### config.mk
export PLATFORM = sky130hd
export DESIGN_NAME = td4_uart_loader
export DESIGN_NICKNAME = d
export VERILOG_FILES = /design/src/rtl/td4_loader_pkg.sv /design/src/rtl/uart_rx_core.sv /design/src/rtl/td4_uart_loader.sv
export SDC_FILE = /design/constraint.sdc
export NUM_CORES = 1
export LEC_CHECK = 0
export BUFFER_PORTS_ARGS = -buffer_cell sky130_fd_sc_hd__buf_2
export CAP_MARGIN = 15
export CORE_MARGIN = 2
export CORE_UTILIZATION = 60
export CTS_CLUSTER_SIZE = 16
export DETAILED_ROUTE_END_ITERATION = 8
export PLACE_DENSITY = 0.79
export RECOVER_POWER = 25
export SETUP_SLACK_MARGIN = 0.4
export SKIP_CTS_REPAIR_TIMING = 1
export SLEW_MARGIN = 40
export SYNTH_ARGS = -nofsm -noshare
export SYNTH_HDL_FRONTEND = slang
export SYNTH_HIERARCHICAL = 1
export SYNTH_SLANG_ARGS = --single-unit
### constraint.sdc
create_clock -name clock -period 2.75 [get_ports clock]
set_input_delay 0.275 -clock clock [delete_from_list [all_inputs] [get_ports clock]]
set_output_delay 0.275 -clock clock [all_outputs]
set_load 0.005 [all_outputs]
### src/rtl/td4_loader_pkg.sv
// Shared constants, state encodings and the ASCII-hex decoder for the TD4 serial loader.
package td4_loader_pkg;

  localparam logic [7:0] CH_AT = 8'h40;
  localparam logic [7:0] CH_SP = 8'h20;
  localparam logic [7:0] CH_CR = 8'h0D;
  localparam logic [7:0] CH_LF = 8'h0A;

  typedef enum logic [1:0] {
    R_IDLE,
    R_START,
    R_DATA,
    R_STOP
  } rx_state_t;

  typedef enum logic [1:0] {
    P_IDLE,
    P_HI,
    P_LO
  } parse_state_t;

  // Returns {valid, nibble}. The low ASCII nibble of 'A'-'F' and 'a'-'f' is 1..6,
  // so adding 9 yields 10..15 without needing the upper bits of the character.
  function automatic logic [4:0] hex_val(input logic [7:0] ch);
    logic [4:0] r;
    r = 5'd0;
    if (ch >= 8'h30 && ch <= 8'h39) begin
      r = {1'b1, ch[3:0]};
    end else if ((ch >= 8'h41 && ch <= 8'h46) || (ch >= 8'h61 && ch <= 8'h66)) begin
      r = {1'b1, ch[3:0] + 4'd9};
    end
    return r;
  endfunction

endpackage

### src/rtl/uart_rx_core.sv
// 8N1 UART receiver: two-flop synchronizer, mid-bit sampling, one-cycle byte/framing-error pulses.
module uart_rx_core
  import td4_loader_pkg::*;
#(
  parameter int CLKS_PER_BIT = 434
) (
  input  logic       clock,
  input  logic       reset_n,
  input  logic       rx,
  output logic [7:0] rx_data,
  output logic       rx_valid,
  output logic       rx_ferr
);

  localparam int CW = $clog2(CLKS_PER_BIT);
  localparam logic [CW-1:0] FULL_LAST = CW'(CLKS_PER_BIT - 1);
  localparam logic [CW-1:0] HALF_LAST = CW'(CLKS_PER_BIT / 2 - 1);

  logic            rx_s1;
  logic            rx_s2;
  logic            rx_prev;
  rx_state_t       state;
  rx_state_t       state_nx;
  logic [CW-1:0]   cnt;
  logic [2:0]      bit_idx;
  logic [7:0]      shreg;
  logic            tick;
  logic            half_tick;

  assign tick      = (cnt == FULL_LAST);
  assign half_tick = (cnt == HALF_LAST);
  assign rx_data   = shreg;

  // Synchronize the asynchronous pin; rx_prev lets idle detect a falling edge.
  always_ff @(posedge clock or negedge reset_n) begin
    if (!reset_n) begin
      rx_s1   <= 1'b1;
      rx_s2   <= 1'b1;
      rx_prev <= 1'b1;
    end else begin
      rx_s1   <= rx;
      rx_s2   <= rx_s1;
      rx_prev <= rx_s2;
    end
  end

  // Receiver state register.
  always_ff @(posedge clock or negedge reset_n) begin
    if (!reset_n) state <= R_IDLE;
    else          state <= state_nx;
  end

  // Receiver next-state: half-bit check of the start bit, then full-bit spacing.
  always_comb begin
    state_nx = state;
    unique case (state)
      R_IDLE:  if (rx_prev && !rx_s2) state_nx = R_START;
      R_START: if (half_tick) state_nx = rx_s2 ? R_IDLE : R_DATA;
      R_DATA:  if (tick && bit_idx == 3'd7) state_nx = R_STOP;
      R_STOP:  if (tick) state_nx = R_IDLE;
      default: state_nx = R_IDLE;
    endcase
  end

  // Bit timer, bit index, LSB-first shift register and registered result pulses.
  always_ff @(posedge clock or negedge reset_n) begin
    if (!reset_n) begin
      cnt      <= '0;
      bit_idx  <= 3'd0;
      shreg    <= 8'd0;
      rx_valid <= 1'b0;
      rx_ferr  <= 1'b0;
    end else begin
      if (state == R_IDLE || state_nx != state || tick) cnt <= '0;
      else                                               cnt <= cnt + 1'b1;
      if (state == R_START)            bit_idx <= 3'd0;
      else if (state == R_DATA && tick) bit_idx <= bit_idx + 3'd1;
      if (state == R_DATA && tick) shreg <= {rx_s2, shreg[7:1]};
      rx_valid <= (state == R_STOP) && tick && rx_s2;
      rx_ferr  <= (state == R_STOP) && tick && !rx_s2;
    end
  end

endmodule

### src/rtl/td4_uart_loader.sv
// TD4 program loader: parses '@' followed by 16 ASCII-hex bytes into program-memory writes.
module td4_uart_loader
  import td4_loader_pkg::*;
#(
  parameter int CLKS_PER_BIT = 434
) (
  input  logic       clock,
  input  logic       reset_n,
  input  logic       fpga_rx,
  output logic       wr_en,
  output logic [3:0] wr_addr,
  output logic [7:0] wr_data,
  output logic       cpu_hold,
  output logic       load_done,
  output logic       load_err
);

  logic [7:0]   rx_data;
  logic         rx_valid;
  logic         rx_ferr;
  parse_state_t state;
  parse_state_t state_nx;
  logic [3:0]   addr;
  logic [3:0]   addr_nx;
  logic [3:0]   hi_nib;
  logic [3:0]   hi_nx;
  logic         wr_en_nx;
  logic [3:0]   wr_addr_nx;
  logic [7:0]   wr_data_nx;
  logic         hold_nx;
  logic         done_nx;
  logic         err_nx;
  logic [4:0]   hv;
  logic         fail;

  uart_rx_core #(.CLKS_PER_BIT(CLKS_PER_BIT)) u_rx (
    .clock    (clock),
    .reset_n  (reset_n),
    .rx       (fpga_rx),
    .rx_data  (rx_data),
    .rx_valid (rx_valid),
    .rx_ferr  (rx_ferr)
  );

  // Parser state and all registered outputs.
  always_ff @(posedge clock or negedge reset_n) begin
    if (!reset_n) begin
      state     <= P_IDLE;
      addr      <= 4'd0;
      hi_nib    <= 4'd0;
      wr_en     <= 1'b0;
      wr_addr   <= 4'd0;
      wr_data   <= 8'd0;
      cpu_hold  <= 1'b0;
      load_done <= 1'b0;
      load_err  <= 1'b0;
    end else begin
      state     <= state_nx;
      addr      <= addr_nx;
      hi_nib    <= hi_nx;
      wr_en     <= wr_en_nx;
      wr_addr   <= wr_addr_nx;
      wr_data   <= wr_data_nx;
      cpu_hold  <= hold_nx;
      load_done <= done_nx;
      load_err  <= err_nx;
    end
  end

  // Parser next-state; cpu_hold drops the cycle after load_done so the last write lands first.
  always_comb begin
    state_nx   = state;
    addr_nx    = addr;
    hi_nx      = hi_nib;
    wr_en_nx   = 1'b0;
    wr_addr_nx = wr_addr;
    wr_data_nx = wr_data;
    done_nx    = 1'b0;
    err_nx     = load_err;
    hold_nx    = load_done ? 1'b0 : cpu_hold;
    hv         = hex_val(rx_data);
    fail       = 1'b0;
    if (rx_ferr) begin
      fail = (state != P_IDLE);
    end else if (rx_valid) begin
      unique case (state)
        P_IDLE: begin
          if (rx_data == CH_AT) begin
            state_nx = P_HI;
            addr_nx  = 4'd0;
            hold_nx  = 1'b1;
            err_nx   = 1'b0;
          end
        end
        P_HI: begin
          if (hv[4]) begin
            hi_nx    = hv[3:0];
            state_nx = P_LO;
          end else if (rx_data == CH_SP || rx_data == CH_CR || rx_data == CH_LF) begin
            state_nx = P_HI;
          end else if (rx_data == CH_AT) begin
            addr_nx = 4'd0;
          end else begin
            fail = 1'b1;
          end
        end
        P_LO: begin
          if (hv[4]) begin
            wr_en_nx   = 1'b1;
            wr_addr_nx = addr;
            wr_data_nx = {hi_nib, hv[3:0]};
            if (addr == 4'd15) begin
              done_nx  = 1'b1;
              state_nx = P_IDLE;
            end else begin
              addr_nx  = addr + 4'd1;
              state_nx = P_HI;
            end
          end else begin
            fail = 1'b1;
          end
        end
        default: state_nx = P_IDLE;
      endcase
    end
    if (fail) begin
      err_nx   = 1'b1;
      hold_nx  = 1'b0;
      state_nx = P_IDLE;
    end
  end

endmodule

==> flow_summary.ini <==
[placed_design]
io_buffer_count = 18
preCtsSetupSlack_ns = 0.312
hpwlAfterDp_mm = 3.56
finalWeightedCongestion = 0.837
placed_area_mm2 = 0.00293

[worst_setup_path]
worstSetupStartpointType = flip-flop
end_kind = flip-flop
crit_slowest_cell = dfrtp_1
r2r_setup_slack_ns = 0.54
setup.worst_path.class = reg -> reg
r2r-end = wr_data[5]$_DFFE_PN0P_
cpLargestDelayFamily = compound AO/OA/AOI/OAI gates
rr_worst_depth = 8
cpPeakStageDelay_ns = 0.44
crit_path_max_fanout = 15
worstReg2RegStart = u_rx/rx_data[0]$_DFFE_PN0P_
cp.required_ns = 2.95
crit_arrival_ns = 2.41
path_buf_inv = 3
path_cells = inv_1 > ha_1 > o21bai_1 > a2111oi_4 > buf_4 > o211ai_4 > buf_12 > mux2_2

[global_route]
grt_max_degree = 25
antenna_found_initial = 0
grt_pass1_vias = 1829
grt_overflow = 0
grtUsageTotal = 0.203
grt_pass1_wl_mm = 8.37

[detailed_routing]
wirelength_mm = 5.07
detail_route.vias_per_cell = 5.85
drt_iter0_drc = 97
ant_nets = 0
drt_pre_antenna_iters = 4
drc_errors = 0
wl_per_cell_um = 14.8
vias = 2007

[worst_hold_path]
hold_start = fpga_rx
whs_path_depth = 1
holdCritPathClass = in -> reg
min_to = u_rx/rx_s1$_DFF_PN1_

[clocking]
htree_num_levels = 2
clkSinkCount = 53
clock_latency_ns = 0.30
cts_tree = built
clk_pin_slew_ns = 0.09
clockBufferDepth = 2
numCtsBuffers = 5
root_buffer = clkbuf_8

[die]
io_pins = 19
die_w_um = 72.6
start_util = 0.635
row_count = 24
die_area_mm2 = 0.00527
core_mm2 = 0.00444
die_height_um = 72.6

[pwr]
p_total_mw = 1.43
p_per_area_mw_per_mm2 = 460
p_leak_nw = 1.50
ir_worst_vdd_mv = 0.312

[yosys]
ys_seq_area_frac = 0.471
async_flop_share = 1.00
synth_top_area_cell = dfrtp_1
synth_edf_count = 0
syn_area_per_cell_um2 = 10.9
ys_warn_count = 6
synthesis.nets = 278
synth_common_cells = 50 x dfrtp_1, 25 x nor2_1, 21 x nand2_1
synthCells = 260
synth_top_area_share = 0.443
synthTopCellsByArea = dfrtp_1 44%, ha_1 6.6%, mux2_2 6.4%, nor2_1 3.3%, dfstp_2 2.8%
yosysUniqueCellTypes = 55
syn_area_mm2 = 0.00282
synth_ff_type = dfrtp_1
ys_ff_latch = 53
yosysMostFrequentCell = dfrtp_1

[timing]
hold_viol_final = 0
setup_viol = 0
finalWorstSetupSlack_ns = 0.535
min_period_over_period = 0.805
final-max-slew-violation-count = 0
fin_skew_ns = 0.00827
timing.fmax_mhz = 451
slew_headroom = 0.408
setup_tns_ns = 0
tightest_slew_ns = 0.888
rsz0062_at_grt = no
fin_crit_ns = 2.21

[cells_and_area]
finalNetCount = 308
utilization = 0.698
area_growth_syn_to_layout_pct = 9.88
drive_gt1_frac = 0.227
antenna_cells = 0
final_cell_area_mm2 = 0.00310

[run_status]
outcome = complete, no violations

[run]
cap_violations = 0
## where the power goes
group	switching (mW)	leakage (nW)	internal, mW	total [mW]
logic	0.0751	0.736	0.0557	0.131
registers	0.0599	0.720	0.819	0.879
clock network	0.242	0.0439	0.176	0.418
total	0.377	1.50	1.05	1.43
## through the flow
stage                     hold WS [ns]  std cells
final                           0.0680        343
after global routing            0.0483        343
after CTS                       -0.123        334
after detailed placement         0.208        326
after global placement           0.207        326
after floorplan                -0.0206        260
## how the worst max path moves through the flow
| stage | start | depth (start not counted) | slack [ns] | end |
|---|---|---|---|---|
| after global routing | u_rx/rx_data[0]$_DFFE_PN0P_ | 8 | 0.37 | wr_addr[1]$_DFFE_PN0P_ |
| after floorplan | u_rx/rx_data[0]$_DFFE_PN0P_ | 8 | 0.68 | wr_data[1]$_DFFE_PN0P_ |
| final | u_rx/rx_data[0]$_DFFE_PN0P_ | 8 | 0.54 | wr_data[5]$_DFFE_PN0P_ |
| after CTS | u_rx/rx_data[0]$_DFFE_PN0P_ | 6 | 0.31 | wr_data[4]$_DFFE_PN0P_ |
| after global placement | u_rx/rx_data[0]$_DFFE_PN0P_ | 6 | 0.43 | wr_data[5]$_DFFE_PN0P_ |
| after detailed placement | u_rx/rx_data[0]$_DFFE_PN0P_ | 6 | 0.31 | wr_data[4]$_DFFE_PN0P_ |
## kinds of logic after synthesis
group,count (synthesis),synth area share
mux,16,0.0638
buf+inv,16,0.0346
flops,53,0.471
fa+ha+maj,15,0.0665
simple gates,99,0.191
xor+xnor,9,0.0279
compound gates,52,0.145
## metal layers
layer / global-route usage / vias up / share of wire
met5: 0 / - / 0
met4: 0.0761 / 0 / 0.013
met3: 0.0483 / 4 / 0.029
met2: 0.329 / 36 / 0.51
met1: 0.267 / 969 / 0.45
li1: - / 998 / -
## flip-flops by register name, indices dropped and copies added, names as in the netlist
register and cells:
wr_en 1, load_done 1, state 2, u_rx/cnt 9, u_rx/rx_ferr 1, u_rx/rx_s1 1
u_rx/rx_data 8, u_rx/bit_idx 3, load_err 1, cpu_hold 1, u_rx/state 2, addr 4
wr_addr 4, u_rx/rx_valid 1, u_rx/rx_s2 1, hi_nib 4, u_rx/rx_prev 1, wr_data 8
## area by class of cell
class / count / area, um2
Multi-Input combinational cell: 191 / 1400
Tap cell: 52 / 65.1
Clock inverter: 3 / 17.5
Clock buffer: 5 / 68.8
Fill cell: 340 / 1340
Timing Repair Buffer: 29 / 183
Sequential cell: 53 / 1330
Inverter: 10 / 37.5
## cells in the final DEF, fill, tap and decap left out, types with 8 or more instances in the layout
cell | synthesis | layout
nor2_1 | 25 | 25
mux2_2 | 16 | 16
buf_4 | 0 | 8
buf_2 | 2 | 17
o21ai_0 | 8 | 8
dfrtp_1 | 50 | 50
nand3_1 | 14 | 14
inv_1 | 10 | 10
ha_1 | 15 | 15
a21oi_1 | 8 | 8
nand2_1 | 21 | 21
Note: power is estimated with default switching activity, not from simulation.
